`src/rtl/universal_shift_reg.sv`:
```
// universal_shift_reg: WIDTH-bit multi-mode shift register with LSB-first serialiser FSM; optional USR_PARITY_EN adds a parity output
module universal_shift_reg #(
  parameter int WIDTH = 8
) (
  input  logic             clk,
  input  logic             reset,
  input  logic             en,
  input  logic [2:0]       mode,
  input  logic [WIDTH-1:0] d,
  input  logic             sin,
  input  logic             start,
  output logic [WIDTH-1:0] q,
  output logic [WIDTH-1:0] q_n,
  output logic             sout,
  output logic             busy,
  output logic             done
`ifdef USR_PARITY_EN
  ,
  output logic             parity
`endif
);
  localparam int CW = $clog2(WIDTH + 1);
  localparam logic [CW-1:0] LAST = CW'(WIDTH - 1);
  typedef enum logic {IDLE, SHIFT} state_t;
  state_t state_q, state_d;
  logic [CW-1:0] cnt_q, cnt_d;
  logic [WIDTH-1:0] q_q, q_d;
  logic sout_q, sout_d, done_q, done_d;
  // state and datapath registers, synchronous reset wins over everything
  always_ff @(posedge clk) begin
    if (reset) begin
      state_q <= IDLE;
      cnt_q <= '0;
      q_q <= '0;
      sout_q <= 1'b0;
      done_q <= 1'b0;
    end else begin
      state_q <= state_d;
      cnt_q <= cnt_d;
      q_q <= q_d;
      sout_q <= sout_d;
      done_q <= done_d;
    end
  end
  // next state: start launches a burst, the WIDTH-th shift ends it
  always_comb begin
    state_d = state_q;
    if (state_q == IDLE && start) state_d = SHIFT;
    else if (state_q == SHIFT && cnt_q == LAST) state_d = IDLE;
  end
  // datapath: burst shifting, start capture, or the manual mode operation
  always_comb begin
    q_d = q_q;
    sout_d = sout_q;
    cnt_d = cnt_q;
    done_d = 1'b0;
    if (state_q == SHIFT) begin
      q_d = {sin, q_q[WIDTH-1:1]};
      sout_d = q_q[0];
      cnt_d = cnt_q + CW'(1);
      done_d = cnt_q == LAST;
    end else if (start) begin
      q_d = d;
      cnt_d = '0;
    end else if (en) begin
      case (mode)
        3'b000: q_d = q_q;
        3'b001: q_d = d;
        3'b010: begin q_d = {q_q[WIDTH-2:0], sin}; sout_d = q_q[WIDTH-1]; end
        3'b011: begin q_d = {sin, q_q[WIDTH-1:1]}; sout_d = q_q[0]; end
        3'b100: begin q_d = {q_q[WIDTH-2:0], q_q[WIDTH-1]}; sout_d = q_q[WIDTH-1]; end
        3'b101: begin q_d = {q_q[0], q_q[WIDTH-1:1]}; sout_d = q_q[0]; end
        3'b110: begin q_d = {q_q[WIDTH-1], q_q[WIDTH-1:1]}; sout_d = q_q[0]; end
        default: begin q_d = '0; sout_d = 1'b0; end
      endcase
    end
  end
  assign q = q_q;
  assign q_n = ~q_q;
  assign sout = sout_q;
  assign busy = state_q == SHIFT;
  assign done = done_q;
`ifdef USR_PARITY_EN
  assign parity = ^q_q;
`endif
endmodule

```
`config.mk`:
```
export PLATFORM = sky130hd
export DESIGN_NAME = universal_shift_reg
export DESIGN_NICKNAME = d
export VERILOG_FILES = /design/src/rtl/universal_shift_reg.sv
export SDC_FILE = /design/constraint.sdc
export NUM_CORES = 1
export LEC_CHECK = 0
export CORE_MARGIN = 10
export CORE_UTILIZATION = 40
export CTS_CLUSTER_SIZE = 28
export DETAILED_ROUTE_END_ITERATION = 8
export MAX_ROUTING_LAYER = met4
export PLACE_DENSITY_LB_ADDON = 0.1
export SLEW_MARGIN = 20
export SYNTH_ARGS = -nofsm -noshare
export SYNTH_HDL_FRONTEND = slang
export SYNTH_SLANG_ARGS = --single-unit
```
`constraint.sdc`:
```
create_clock -name clk -period 2.15 [get_ports clk]
set_input_delay 0.215 -clock clk [delete_from_list [all_inputs] [get_ports clk]]
set_output_delay 0.215 -clock clk [all_outputs]
set_load 0.1 [all_outputs]
```
Word-level counts from Yosys, hierarchy flattened

Cells that the tools add are included.

Logic and storage cells: 46
Register bits: 15
Input port bits: 16
Output and inout bits: 19

Mux-type cells: 12
Bitwise logic cells: 2
Add/subtract/negate cells: 1
Reduce and logical (&&, ||, !) cells: 14
Equal/unequal tests: 11

Operator list:

| cell                                                 | count |
|---|---|
| case mux 8 bit (7 select lines)                      | 1 |
| two-way mux 8 bit                                    | 3 |
| equality test 3 bit (second input constant)          | 3 |
| two-way mux 4 bit                                    | 2 |
| inverter 8 bit                                       | 1 |
| equality test 3 x 2 -> 1 bit (second input constant) | 2 |
| != test 3 bit (second input constant)                | 2 |
| AND reduction 3 bit                                  | 2 |
| nonzero test 2 bit                                   | 3 |
| OR reduction 2 bit                                   | 3 |
| two-way mux 1 bit                                    | 5 |
| adder 4 x 1 -> 4 bit (second input constant)         | 1 |
| equality test 4 x 3 -> 1 bit (second input constant) | 1 |
| != test 2 x 1 -> 1 bit (second input constant)       | 2 |
| equality test 3 x 1 -> 1 bit (second input constant) | 1 |
| zero test 3 bit                                      | 1 |
| case mux 1 bit (3 select lines)                      | 1 |
| nonzero test 3 bit                                   | 1 |
| OR reduction 3 bit                                   | 1 |
| logical AND 1 bit                                    | 2 |
| AND reduction 2 bit                                  | 1 |
| inverter 1 bit                                       | 1 |

Logic depth before layout (Yosys ltp)

Gate-level depths: netlist of the first run.

Word-level depth: 6
Mapped depth: 6

Worst setup path after synthesis of the first run

No wires, ideal clock.

Path type: flip-flop to flip-flop
Start point: register q_q[7], in the netlist q[7]
End point: register q_q[0], in the netlist q[0]
Path slack: -0.430 ns
Setup time: 0.091 ns
Data arrival time: 2.489 ns
Data required time: 2.059 ns
Stages on the path, launching flop included: 5
Cells stage by stage: dfxtp_1 > inv_1 > nor4b_1 > o31ai_1 > a311oi_1

Longest elaborated chain between the ends: 4

RTL lines:

| what                            | RTL line | RTL |
|---|---|---|
| start: declaration              | 27       | `logic [WIDTH-1:0] q_q, q_d;` |
| start signal: assignment        | 40       | `q_q <= q_d;` |
| case mux 8 bit (7 select lines) | 66       | `case (mode)` |
| two-way mux 8 bit               | 65       | `end else if (en) begin` |
| two-way mux 8 bit               | 62       | `end else if (start) begin` |
| two-way mux 8 bit               | 57       | `if (state_q == SHIFT) begin` |

Every way passes these cells. The select of a mux whose other input is x is not followed.
A chain may end at the register's enable or synchronous reset.

Worst setup path after layout of the first run

Start point: input mode[1]
End point: register q_q[4], in the netlist q[4]

Longest elaborated chain between the ends: 5
Elaborated cells between the ends (all ways): 13
Those cells by class: 7 x eq/ne; 4 x mux; 2 x reduce/logical

RTL lines:

| what                                              | RTL line | RTL |
|---|---|---|
| start: declaration                                | 8        | `input logic [2:0] mode,` |
| equality test 3 bit, or another cell as far along | 66       |  |
| case mux 8 bit (7 select lines)                   | 66       |  |
| two-way mux 8 bit                                 | 65       |  |
| two-way mux 8 bit                                 | 62       |  |
| two-way mux 8 bit                                 | 57       |  |

Several ways; a longest one is shown, not always the timed one. The select of a mux whose other input is x is not followed.

==> impl_metrics.csv, run 1 <==
group,metric,value,unit
status,outcome,"complete, no violations",
placement,numPortBuffers,34,
floorplanning,core,2710,um^2
synthesis,syn-num-nets,154,
cells_and_area,layout_commonest_cell,"buf_4",
timing,fin_skew,0.000885,ns
clocking,cts_buffers,3,
pwr,power.total,947,uW
worst_hold_path,min_path_type,"flop to flop",
clocking,cts-root-buf,"clkbuf_4",
synthesis,yosysSeqAreaShare,27.0,%
routing,first_pass_iters,4,
routing,drtIter0Drc,51,
clocking,postCtsSetupBuffers,0,
synthesis,yosys_warnings,0,
pwr,vdd_drop_max,0.000483,V
clocking,cts_tree,"done",
setup_path,critPathSlowestCell,"clkdlybuf4s50_1",
routing,drc,0,
cells_and_area,final_cell_mix,"buf_4 (24), nor2_1 (22), clkdlybuf4s50_1 (15), inv_1 (12), dfxtp_1 (12)",
cells_and_area,fin_util,53.8,%
setup_path,critPathMaxFanout,12,
floorplanning,io_pins,35,
routing,num_vias,1124,
timing,max_slew_margin,59.6,%
setup_path,r2r_slack,0.68,ns
placement,gp_congestion,0.843,
routing,drt-vias-per-instance,5.59,
clocking,clock_path_buffers,2,
timing,fmax,571,MHz
routing,final_antenna_net_count,0,
floorplanning,start_util,41.0,%
placement,dp_hpwl,2310,um
synthesis,synth_seq_cells,15,
grt,gr-usage-all-layers,12.1,%
cells_and_area,final_nets,188,
timing,hold_viol_final,0,
grt,grt_pass1_wl,5200,um
cells_and_area,area_growth,31.2,%
floorplanning,dieArea,5290,um^2
clocking,numClockSinks,15,
setup_path,worst_ep_arrival_time,1.91,ns
setup_path,crit_chain,"clkdlybuf4s50_1 -> xnor2_1 -> buf_4 -> nor2_1 -> o21ai_0 -> a311oi_1",
setup_path,cp_top_family,"buffers and inverters",
routing,wl,3080,um
pwr,power.density,650,nW/um^2
floorplanning,die_w,72.7,um
setup_path,crit_path_end_kind,"flop",
setup_path,slowest_delay,0.66,ns
setup_path,crit_start,"mode[1]",
timing,min_period_over_period,81.4,%
timing,setup_viol,0,
cells_and_area,diodes,0,
run,maxCapViolations,0,
clocking,holdBufCountCts,0,
clocking,cts.clk_slew.worst_paths,0.11,ns
synthesis,synth_cell_type_count,39,
setup_path,worstPathBufferInverterCount,2,
timing,rsz0062_at_grt,"no",
grt,grt_max_degree,17,
cells_and_area,drive_above_1_share,23.5,%
clocking,ctsResizeCount,0,
synthesis,postSynthAreaPerCell,8.11,um^2
grt,grt_pass1_vias,1151,
clocking,clkLatencyLatePin,0.29,ns
grt,grt_overflow,0,
timing,tns,0,ns
timing,slew_viol_final,0,
synthesis,netlist_area,1110,um^2
setup_path,regToRegEndpoint,"q[0]$_SDFFE_PP0P_",
setup_path,cp.depth,6,
clocking,htree_levels,1,
synthesis,syn-instance-count,137,
grt,antenna_found_initial,0,
timing,worstMarginPinSlew,0.604,ns
floorplanning,die_y,72.7,um
timing,min_period,1.75,ns
setup_path,r2r_cells,3,
setup_path,worstSetupEndpoint,"q[4]$_SDFFE_PP0P_",
setup_path,cp-start-kind,"primary input",
setup_path,critical_path_class,"primary input to flop",
setup_path,crit_required,2.31,ns
routing,post_drt_wl_per_cell,15.3,um
setup_path,worstReg2RegStart,"busy$_SDFFE_PP0P_",
pwr,leakage,0.000586,uW
floorplanning,num_rows,19,
==> power breakdown <==
part,leakage (uW),internal [uW],switching (uW)
Sequential,0.000124,298,30.0
Combinational,0.000448,123,318
Clock,0.0000139,70.7,107
==> cell usage after synthesis (all sizes together) <==
library cell	number	area, um^2
buf	8	68.8
a31o	1	8.76
xnor2	2	17.5
nor3	3	26.3
o21ai	9	48.8
ha	1	12.5
nand2	1	3.75
and3	1	11.3
a222oi	1	10.0
nor4b	1	8.76
dfxtp	15	300
a311oi	7	61.3
nor4	2	27.5
a31oi	1	6.26
a211oi	1	7.51
nor2	22	82.6
or2	1	6.26
and3b	1	10.0
xor2	1	8.76
a21o	1	7.51
nor3b	5	42.5
nand3	1	5.00
a22oi	6	45.0
clkbuf	3	11.3
nand3b	2	15.0
nand4b	2	17.5
a221oi	1	8.76
inv	13	48.8
a21oi	9	45.0
o31ai	2	15.0
mux2i	7	70.1
a22o	6	52.6
==> metal layers <==
metal / track usage, % / vias up / routed length [um] / share of wire [%]
li1: - / 569 / - / -
met1: 14.8 / 523 / 1450 / 47
met2: 18.8 / 30 / 1400 / 45
met3: 3.54 / 2 / 221 / 7.2
met4: 3.80 / 0 / 20 / 0.65
met5: - / - / 0 / 0
==> cells by family after synthesis <==
kind of cell,Yosys count,share of synthesized area [%]
AO/OA/AOI/OAI,45,28.5
buffers and inverters,24,11.6
AND/OR/NAND/NOR,42,23.1
XOR/XNOR,3,2.37
flip-flops,15,27.0
multiplexers,7,6.31
adder cells (fa/ha/maj),1,1.13
==> tightest hold or removal path, stage by stage (launching register included) <==
cell	delay (ns)
dfxtp_1	0.32
inv_1	0.05
a221oi_1	0.06
==> stage by stage <==
stage	std cells	worst slack, ns	area (um^2)	hold slack (ns)
after global routing	201	0.193	1460	0.518
after floorplan	137	-0.0326	1120	0.280
after global placement	197	0.0973	1430	0.466
after CTS	201	0.381	1460	0.491
final	201	0.400	1460	0.480
after detailed placement	197	0.0669	1430	0.475
==> worst min path at each step <==
stage,from,end,slack [ns],cells after the start
after detailed placement,sout$_SDFFE_PP0P_,sout$_SDFFE_PP0P_,0.48,2
final,sout$_SDFFE_PP0P_,sout$_SDFFE_PP0P_,0.48,2
after global placement,sout$_SDFFE_PP0P_,sout$_SDFFE_PP0P_,0.47,2
after CTS,sout$_SDFFE_PP0P_,sout$_SDFFE_PP0P_,0.49,2
after global routing,sout$_SDFFE_PP0P_,sout$_SDFFE_PP0P_,0.52,2
after floorplan,reset,q[1]$_SDFFE_PP0P_,0.28,1
==> area by class of cell <==
cell class	count	area (um^2)
fill	272	1250
multi-input combinational	98	682
timing repair buffer	40	350
sequential	15	304
inverter	13	52.6
tap	31	38.8
clock buffer	3	22.5
clock inverter	1	7.51
==> sequential cells by signal (all words and copies together), names as in the netlist <==
signal,flops
busy,1
cnt_q,4
done,1
q,8
sout,1
(Power assumes the default switching activity.)
==> run 2: changes to the inputs <==
==> constraint.sdc (replaced) <==
create_clock -name clk -period 1.4 [get_ports clk]
set_input_delay 0.14 -clock clk [delete_from_list [all_inputs] [get_ports clk]]
set_output_delay 0.14 -clock clk [all_outputs]
set_load 0.1 [all_outputs]
==> impl_metrics.csv, run 2 (synthesis gave the netlist of run 1 again) <==
group,metric,value,unit
status,outcome,"complete, no violations",
setup_path,cp-start-kind,"flop",
run,maxCapViolations,0,
floorplanning,dieArea,5290,um^2
placement,numPortBuffers,34,
setup_path,critPathMaxFanout,14,
clocking,clkLatencyLatePin,0.28,ns
setup_path,r2r_cells,5,
setup_path,worstPathBufferInverterCount,2,
setup_path,critPathSlowestCell,"dfxtp_4",
floorplanning,core,2710,um^2
grt,grt_max_degree,15,
cells_and_area,layout_commonest_cell,"buf_4",
setup_path,crit_chain,"buf_4 -> nor2_1 -> o21ai_2 -> buf_12 -> a311oi_1",
clocking,numClockSinks,15,
timing,hold_viol_final,0,
cells_and_area,largest_reg_flops,8,
pwr,power.density,869,nW/um^2
grt,antenna_found_initial,0,
cells_and_area,final_cell_mix,"buf_4 (23), nor2_1 (22), buf_12 (20), clkdlybuf4s50_1 (11), inv_1 (10)",
clocking,cts.clk_slew.worst_paths,0.10,ns
cells_and_area,final_area,1880,um^2
setup_path,crit_path_end_kind,"flop",
clocking,cts_tree,"done",
setup_path,r2r_slack,0.1,ns
cells_and_area,drive_above_1_share,36.2,%
setup_path,cp_top_family,"flip-flops",
routing,first_pass_iters,4,
setup_path,crit_required,1.59,ns
floorplanning,die_y,72.7,um
cells_and_area,area_growth,68.8,%
timing,fin_hold_ws,0.465,ns
timing,setup_viol,0,
timing,worstMarginPinSlew,0.324,ns
routing,wl,3450,um
grt,grt_pass1_wl,5790,um
setup_path,regToRegEndpoint,"q[4]$_SDFFE_PP0P_",
worst_hold_path,min_path_cells,5,
placement,dp_hpwl,2680,um
clocking,postCtsSetupBuffers,0,
timing,max_slew_margin,78.3,%
grt,gr-usage-all-layers,13.8,%
pwr,vdd_drop_max,0.000631,V
floorplanning,io_pins,35,
pwr,leakage,0.000782,uW
routing,drtIter0Drc,139,
setup_path,slowest_delay,0.37,ns
cells_and_area,diodes,0,
worst_hold_path,min_path_type,"primary input to flop",
worst_hold_path,worstHoldStart,"start",
timing,min_period_over_period,93.2,%
timing,rsz0062_at_grt,"no",
setup_path,worst_ep_arrival_time,1.50,ns
routing,num_vias,1212,
cells_and_area,fin_util,69.2,%
clocking,htree_levels,1,
placement,dpl_cell_area,1830,um^2
grt,grt_overflow,0,
timing,min_period,1.30,ns
cells_and_area,final_nets,206,
worst_hold_path,hold_end,"q[7]$_SDFFE_PP0P_",
timing,fin_skew,0.00663,ns
clocking,cts-root-buf,"clkbuf_4",
clocking,clock_path_buffers,2,
setup_path,worstReg2RegStart,"busy$_SDFFE_PP0P_",
floorplanning,start_util,41.0,%
routing,drt-vias-per-instance,5.53,
setup_path,cp.depth,5,
grt,grt_pass1_vias,1179,
routing,post_drt_wl_per_cell,15.7,um
setup_path,critical_path_class,"flop to flop",
timing,slew_viol_final,0,
timing,fmax,767,MHz
routing,drc,0,
floorplanning,die_w,72.7,um
routing,final_antenna_net_count,0,
placement,gp_congestion,0.902,
floorplanning,num_rows,19,
clocking,cts_buffers,3,
run 2: what timing repair did:
| item | 4_1_cts | 5_1_grt |
|---|---|---|
| hold buffers | 0 | 0 |
| gates resized for setup | 5 | 2 |
| endpoints found under the setup margin | 9 | 1 |
run 2: routing by layer:
layer | track usage [%] | wire length (um)
met1 | 17.2 | 1530
met2 | 20.5 | 1610
met3 | 3.40 | 234
met4 | 6.12 | 69
met5 | - | 0
run 2: stage by stage:
stage,setup TNS (ns),total power (uW),setup slack (ns),std cells
after floorplan,-1.76,1030,-0.445,137
after global placement,-3.01,1380,-0.371,215
after detailed placement,-3.26,1380,-0.447,215
after CTS,0,1640,0.0939,219
after global routing,0,1720,0.00488,219
final,0,1630,0.0956,219
run 2: final cells by class:
| cell class | count | area (um^2) |
|---|---|---|
| multi-input cells | 98 | 708 |
| fillers | 226 | 835 |
| inverters | 13 | 60.1 |
| clock buffers | 4 | 26.3 |
| repair buffers | 58 | 722 |
| flip-flops and latches | 15 | 320 |
| well taps | 31 | 38.8 |
run 2: report_power, final:
group / leakage [uW] / total (uW) / internal [uW] / switching, uW
clock: 0.0000150 / 253 / 110 / 142
sequential: 0.000127 / 515 / 458 / 57.4
combinational: 0.000639 / 863 / 338 / 525
run 2: worst max-delay path by stage:
stage / from / end / slack (ns)
final: busy$_SDFFE_PP0P_ / q[4]$_SDFFE_PP0P_ / 0.1
after global routing: busy$_SDFFE_PP0P_ / sout$_SDFFE_PP0P_ / 0.005
after CTS: busy$_SDFFE_PP0P_ / q[4]$_SDFFE_PP0P_ / 0.09
after detailed placement: mode[1] / q[6]$_SDFFE_PP0P_ / -0.45
after global placement: mode[1] / q[6]$_SDFFE_PP0P_ / -0.37
after floorplan: q[7]$_SDFFE_PP0P_ / q[0]$_SDFFE_PP0P_ / -0.44
run 2: worst register-to-register path: cells and delay by family, from the launching register on:
kind | cells | cell delay (ns)
DFF | 1 | 0.37
AOI/OAI and AO/OA | 2 | 0.34
buffers and inverters | 2 | 0.33
and+or+nand+nor | 1 | 0.18
==> RTL change 1: new RTL, flow settings as in run 1 <==
Make the reset (`reset`) asynchronous in one clocked block. Comments in the files are not updated.
--- a/src/rtl/universal_shift_reg.sv
+++ b/src/rtl/universal_shift_reg.sv
@@ -27,7 +27,7 @@
   logic [WIDTH-1:0] q_q, q_d;
   logic sout_q, sout_d, done_q, done_d;
   // state and datapath registers, synchronous reset wins over everything
-  always_ff @(posedge clk) begin
+  always_ff @(posedge clk or posedge reset) begin
     if (reset) begin
       state_q <= IDLE;
       cnt_q <= '0;
Check against the original RTL: differs if reset is asserted again (counterexample within 4 cycles, from zero or initial values and one cycle with reset high); with reset held inactive, the same outputs for 10 cycles.
==> RTL change 1 against run 1 <==
Register-to-register slack worse by 140 ps; design area increased by 2.1%; cell count fell by 4.5%; worst setup slack gained 100 ps; utilization is 1.2 points higher; sequential cell count stayed put; area after synthesis grew 0.23%; routed wire length shrank 0.58%.
Power is left out: the tool's default activity adds up to more than one toggle a clock period on the data nets, which glitch-free logic cannot reach.
==> RTL change 1: results (changes against run 1) <==
metric;value;unit;change
worst_hold_path_type;in2async;;
post_route_cells_drive_above_1_share;26.09;%;+2.6 points
timing.max_slew.rel_slack;42.07;%;-18 points
layout.sequential_cells;15;;unchanged
postSynth.topFlopCell;dfrtp_1;;
max_stage_delay;690;ps;+30 ps
synthArstFlopShare;100.0;%;+100 points
seq_area_frac_synth;33.71;%;+6.7 points
grt_start_max_net_pins;16;;-1
number_of_multi_input_logic_gates;91;;-7.1%
grt_pass1_wl;5.181;mm;-0.40%
detailedPlacementHpwl;2.344;mm;+1.7%
worst_reg2reg_startpoint;busy$_DFFE_PP0P_;;
worst-endpoint-arrival;1860;ps;-50 ps
non_clock_buffer_area_share;24.03;%;about the same
worst-path-max-fanout;14;;+2
synth.distinct_cells;36;;-7.7%
route.layer.met1.wl;1.263;mm;-13%
run_status;complete, no violations;;
n_all_buffers;41;;+2.5%
critical_path.reg2reg.endpoint;q[0]$_DFFE_PP0P_;;
wl_met2;1.541;mm;+10%
drt_iter0_markers;84;;+65%
netlist_top_cells_area;dfrtp_1, mux2i_1, a22oi_1;;
avgViaCountPerCell;5.703;;+2.0%
gr-usage-met3;3.946;%;+0.41 points
clock_tree_area_fraction;2.017;%;-0.043 points
skew;6.495;ps;+5.610 ps
cp_slowest_cell;o21ai_1;;
met1_usage;13.97;%;-0.78 points
length_in_cells_of_the_worst_reg_to_reg_path;4;;+1
RTL change 1: cell types whose count changed after synthesis, moves of 4 or more:
cell	run 1	this run
a311oi_1	7	0
buf_2	1	5
dfxtp_1	15	0
a31oi_1	1	8
a22o_1	6	2
nor3b_1	4	0
dfrtp_1	0	15
nor2_1	22	16
a21oi_1	9	3
a32o_1	0	6
RTL change 1: how the worst max path moves through the flow:
stage / start / to / depth (start not counted)
after floorplan: q[7]$_DFFE_PP0P_ / q[7]$_DFFE_PP0P_ / 2
after global placement: mode[2] / q[0]$_DFFE_PP0P_ / 4
after detailed placement: mode[2] / q[4]$_DFFE_PP0P_ / 4
after CTS: mode[2] / q[4]$_DFFE_PP0P_ / 4
after global routing: mode[2] / q[4]$_DFFE_PP0P_ / 5
final: mode[2] / q[0]$_DFFE_PP0P_ / 5
RTL change 1: metrics by stage:
stage / hold slack (ps) / utilization [%] / instance area (µm²) / setup slack (ps) / cells
after global placement: 461.5 / 53.83 / 1459 / 195.1 / 188
final: 277.5 / 54.94 / 1489 / 503.6 / 192
after CTS: 283.4 / 54.94 / 1489 / 471.6 / 192
after floorplan: 116.3 / - / 1129 / 32.66 / 125
after detailed placement: 464.9 / 53.83 / 1459 / 156.2 / 188
after global routing: 293.9 / 54.94 / 1489 / 350.7 / 192
RTL change 1: worst max-delay path: cells and delay by family:
family          cells  cell delay [ps]
compound gates      2              850
buf+inv             1              600
simple gates        2              190
RTL change 1: kinds of logic after synthesis:
| family | share of synthesized area, % |
|---|---|
| compound gates | 27.53 |
| simple gates | 17.98 |
| buf+inv | 9.326 |
| flops | 33.71 |
| mux | 7.304 |
| xor+xnor | 3.034 |
| fa+ha+maj | 1.123 |
==> RTL change 2: new RTL, settings of run 1 <==
Without the edit above. The parameter `WIDTH` goes from 8 to 4.
--- a/src/rtl/universal_shift_reg.sv
+++ b/src/rtl/universal_shift_reg.sv
@@ -1,6 +1,6 @@
 // universal_shift_reg: WIDTH-bit multi-mode shift register with LSB-first serialiser FSM; optional USR_PARITY_EN adds a parity output
 module universal_shift_reg #(
-  parameter int WIDTH = 8
+  parameter int WIDTH = 4
 ) (
   input  logic             clk,
   input  logic             reset,
Interface: changed (resized d, q and q_n); port bits go from 35 to 23. No check against the original RTL was run, so the function may have changed too.
==> RTL change 2 against run 1 <==
Sequential cell count fell by 5; utilization rose by 4.7 points; worst setup slack improved by 82 ps; design area fell by 32%; largest cell class unchanged; combinational power fell by 39%; highest routed layer unchanged; area after synthesis fell by 36%; non-clock buffer count fell by 11; routed wire length fell by 40%; total power fell by 31%; hold slack improved by 57 ps.
==> RTL change 2: results (changes against run 1) <==
metric;value;unit;change
run_status;complete, no violations;;
grt_start_max_net_pins;18;;+1
ctsResizeCount;0;;unchanged
insertedDiodeCount;0;;unchanged
synth_top_cells_by_count;dfxtp_1, inv_1, nor2_1, o21ai_0;;
dpl-instance-area;962.2;µm²;-33%
number_of_detailed_route_iterations_in_the_first_pass;4;;unchanged
worst-endpoint-arrival;1790;ps;-120 ps
nNetsFinal;128;;-32%
wl_met3;109;µm;-51%
static-leakage-power;0.3891;nW;-34%
h-tree-depth;1;;unchanged
yosys_warnings;0;;unchanged
timing.max_slew.rel_slack;62.77;%;+3.2 points
route.layer.met1.wl;967;µm;-33%
pre_cts_ws;203.0;ps;+136.1 ps
worst-path-max-fanout;7;;-5
whs;537.2;ps;+56.84 ps
synth.distinct_cells;34;;-13%
port-buffer-count;22;;-35%
grt_antenna_before_repair;0;;unchanged
largest_reg_flops;4;;-4
postCtsSetupBuffers;0;;unchanged
power.ir.vdd_worst;0.5041;mV;+4.4%
overall_track_demand_over_capacity_in_global_routing;9.616;%;-2.5 points
wl_met2;780;µm;-44%
post_dr_wirelength_cell;13.51;µm;-12%
grt_pass1_wl;3.098;mm;-40%
highest-signal-layer;met4;;
final.min_clock_period;1669;ps;-81.52 ps
cts_buffers;3;;unchanged
clk_path_buf_depth;2;;unchanged
gpl.final_weighted_congestion;0.9164;;+8.7%
avgViaCountPerCell;5.225;;-6.6%
clkSlewWorstSetupHoldPaths;60;ps;-50 ps
skew;2.640;ps;+1.755 ps
drt_iter0_markers;20;;-61%
synthArstFlopShare;0;%;unchanged
r2r_setup_slack;580;ps;-100 ps
worst_hold_path_type;reg2reg;;
netlist_top_cells_area;dfxtp_1, a221oi_1, o21ai_0;;
grt_pass1_vias;679;;-41%
seq_area_frac_synth;27.97;%;+0.95 points
post_route_cells_drive_above_1_share;30.09;%;+6.6 points
synth.net_count;101;;-34%
detailedPlacementHpwl;1.490;mm;-35%
netSwitchingPower;0.2664;mW;-42%
clock_tree.root_cell;clkbuf_4;;
insertion_delay;260;ps;-30 ps
==> RTL change 2: critical path: stages <==
cell and delay (ps):
clkdlybuf4s50_1 520, and4bb_1 260, a311o_1 350, a221oi_1 320
a221oi_1 120
==> RTL change 2: cells by family (layout without fill, tap and decap cells) <==
logic type / count (synthesis) / in the layout / share of synthesized area (%)
DFF: 10 / 10 / 27.97
and+or+nand+nor: 28 / 28 / 23.60
buffers and inverters: 15 / 41 / 11.19
adders and majority gates: 2 / 2 / 3.496
muxes: 1 / 1 / 1.399
xor gates and xnor gates: 3 / 3 / 3.672
AOI/OAI and AO/OA: 28 / 28 / 28.67
==> RTL change 2: power groups by stage <==
stage | Clock (mW) | Combinational, mW | Sequential, mW
2_1_floorplan | 0 | 0.132 | 0.288
3_3_place_gp | 0 | 0.268 | 0.221
3_5_place_dp | 0 | 0.270 | 0.221
4_1_cts | 0.171 | 0.271 | 0.217
5_1_grt | 0.190 | 0.283 | 0.219
6_report | 0.165 | 0.269 | 0.217
==> RTL change 2: path summary, 6_finish.rpt <==
check | startpoint | cells past startpoint | endpoint
hold reg to reg | q[2]$_SDFFE_PP0P_ | 2 | q[2]$_SDFFE_PP0P_
setup / recovery | mode[0] | 5 | q[1]$_SDFFE_PP0P_
hold / removal | q[2]$_SDFFE_PP0P_ | 2 | q[2]$_SDFFE_PP0P_
setup reg to reg | busy$_SDFFE_PP0P_ | 4 | q[1]$_SDFFE_PP0P_
==> RTL change 2: per-stage QoR <==
stage                     utilization [%]  cells  TNS (ps)
after CTS                           58.46    138         0
after floorplan                         -     87    -66.89
after global routing                58.46    138         0
after detailed placement            56.34    134         0
final                               58.46    138         0
after global placement              56.34    134         0
==> RTL change 2: per-layer routing <==
layer | up-vias | global-route usage (%)
li1 | 373 | -
met1 | 324 | 12.56
met3 | 2 | 4.122
met5 | - | -
met2 | 22 | 13.33
met4 | 0 | 1.955
==> RTL change 2: area by class of cell <==
class,instances,area [µm²]
fill,157,709.4
multi-input combinational,62,435.4
timing repair buffer,29,245.2
sequential,10,205.2
inverter,8,45.04
clock buffer,4,36.28
tap,25,31.28
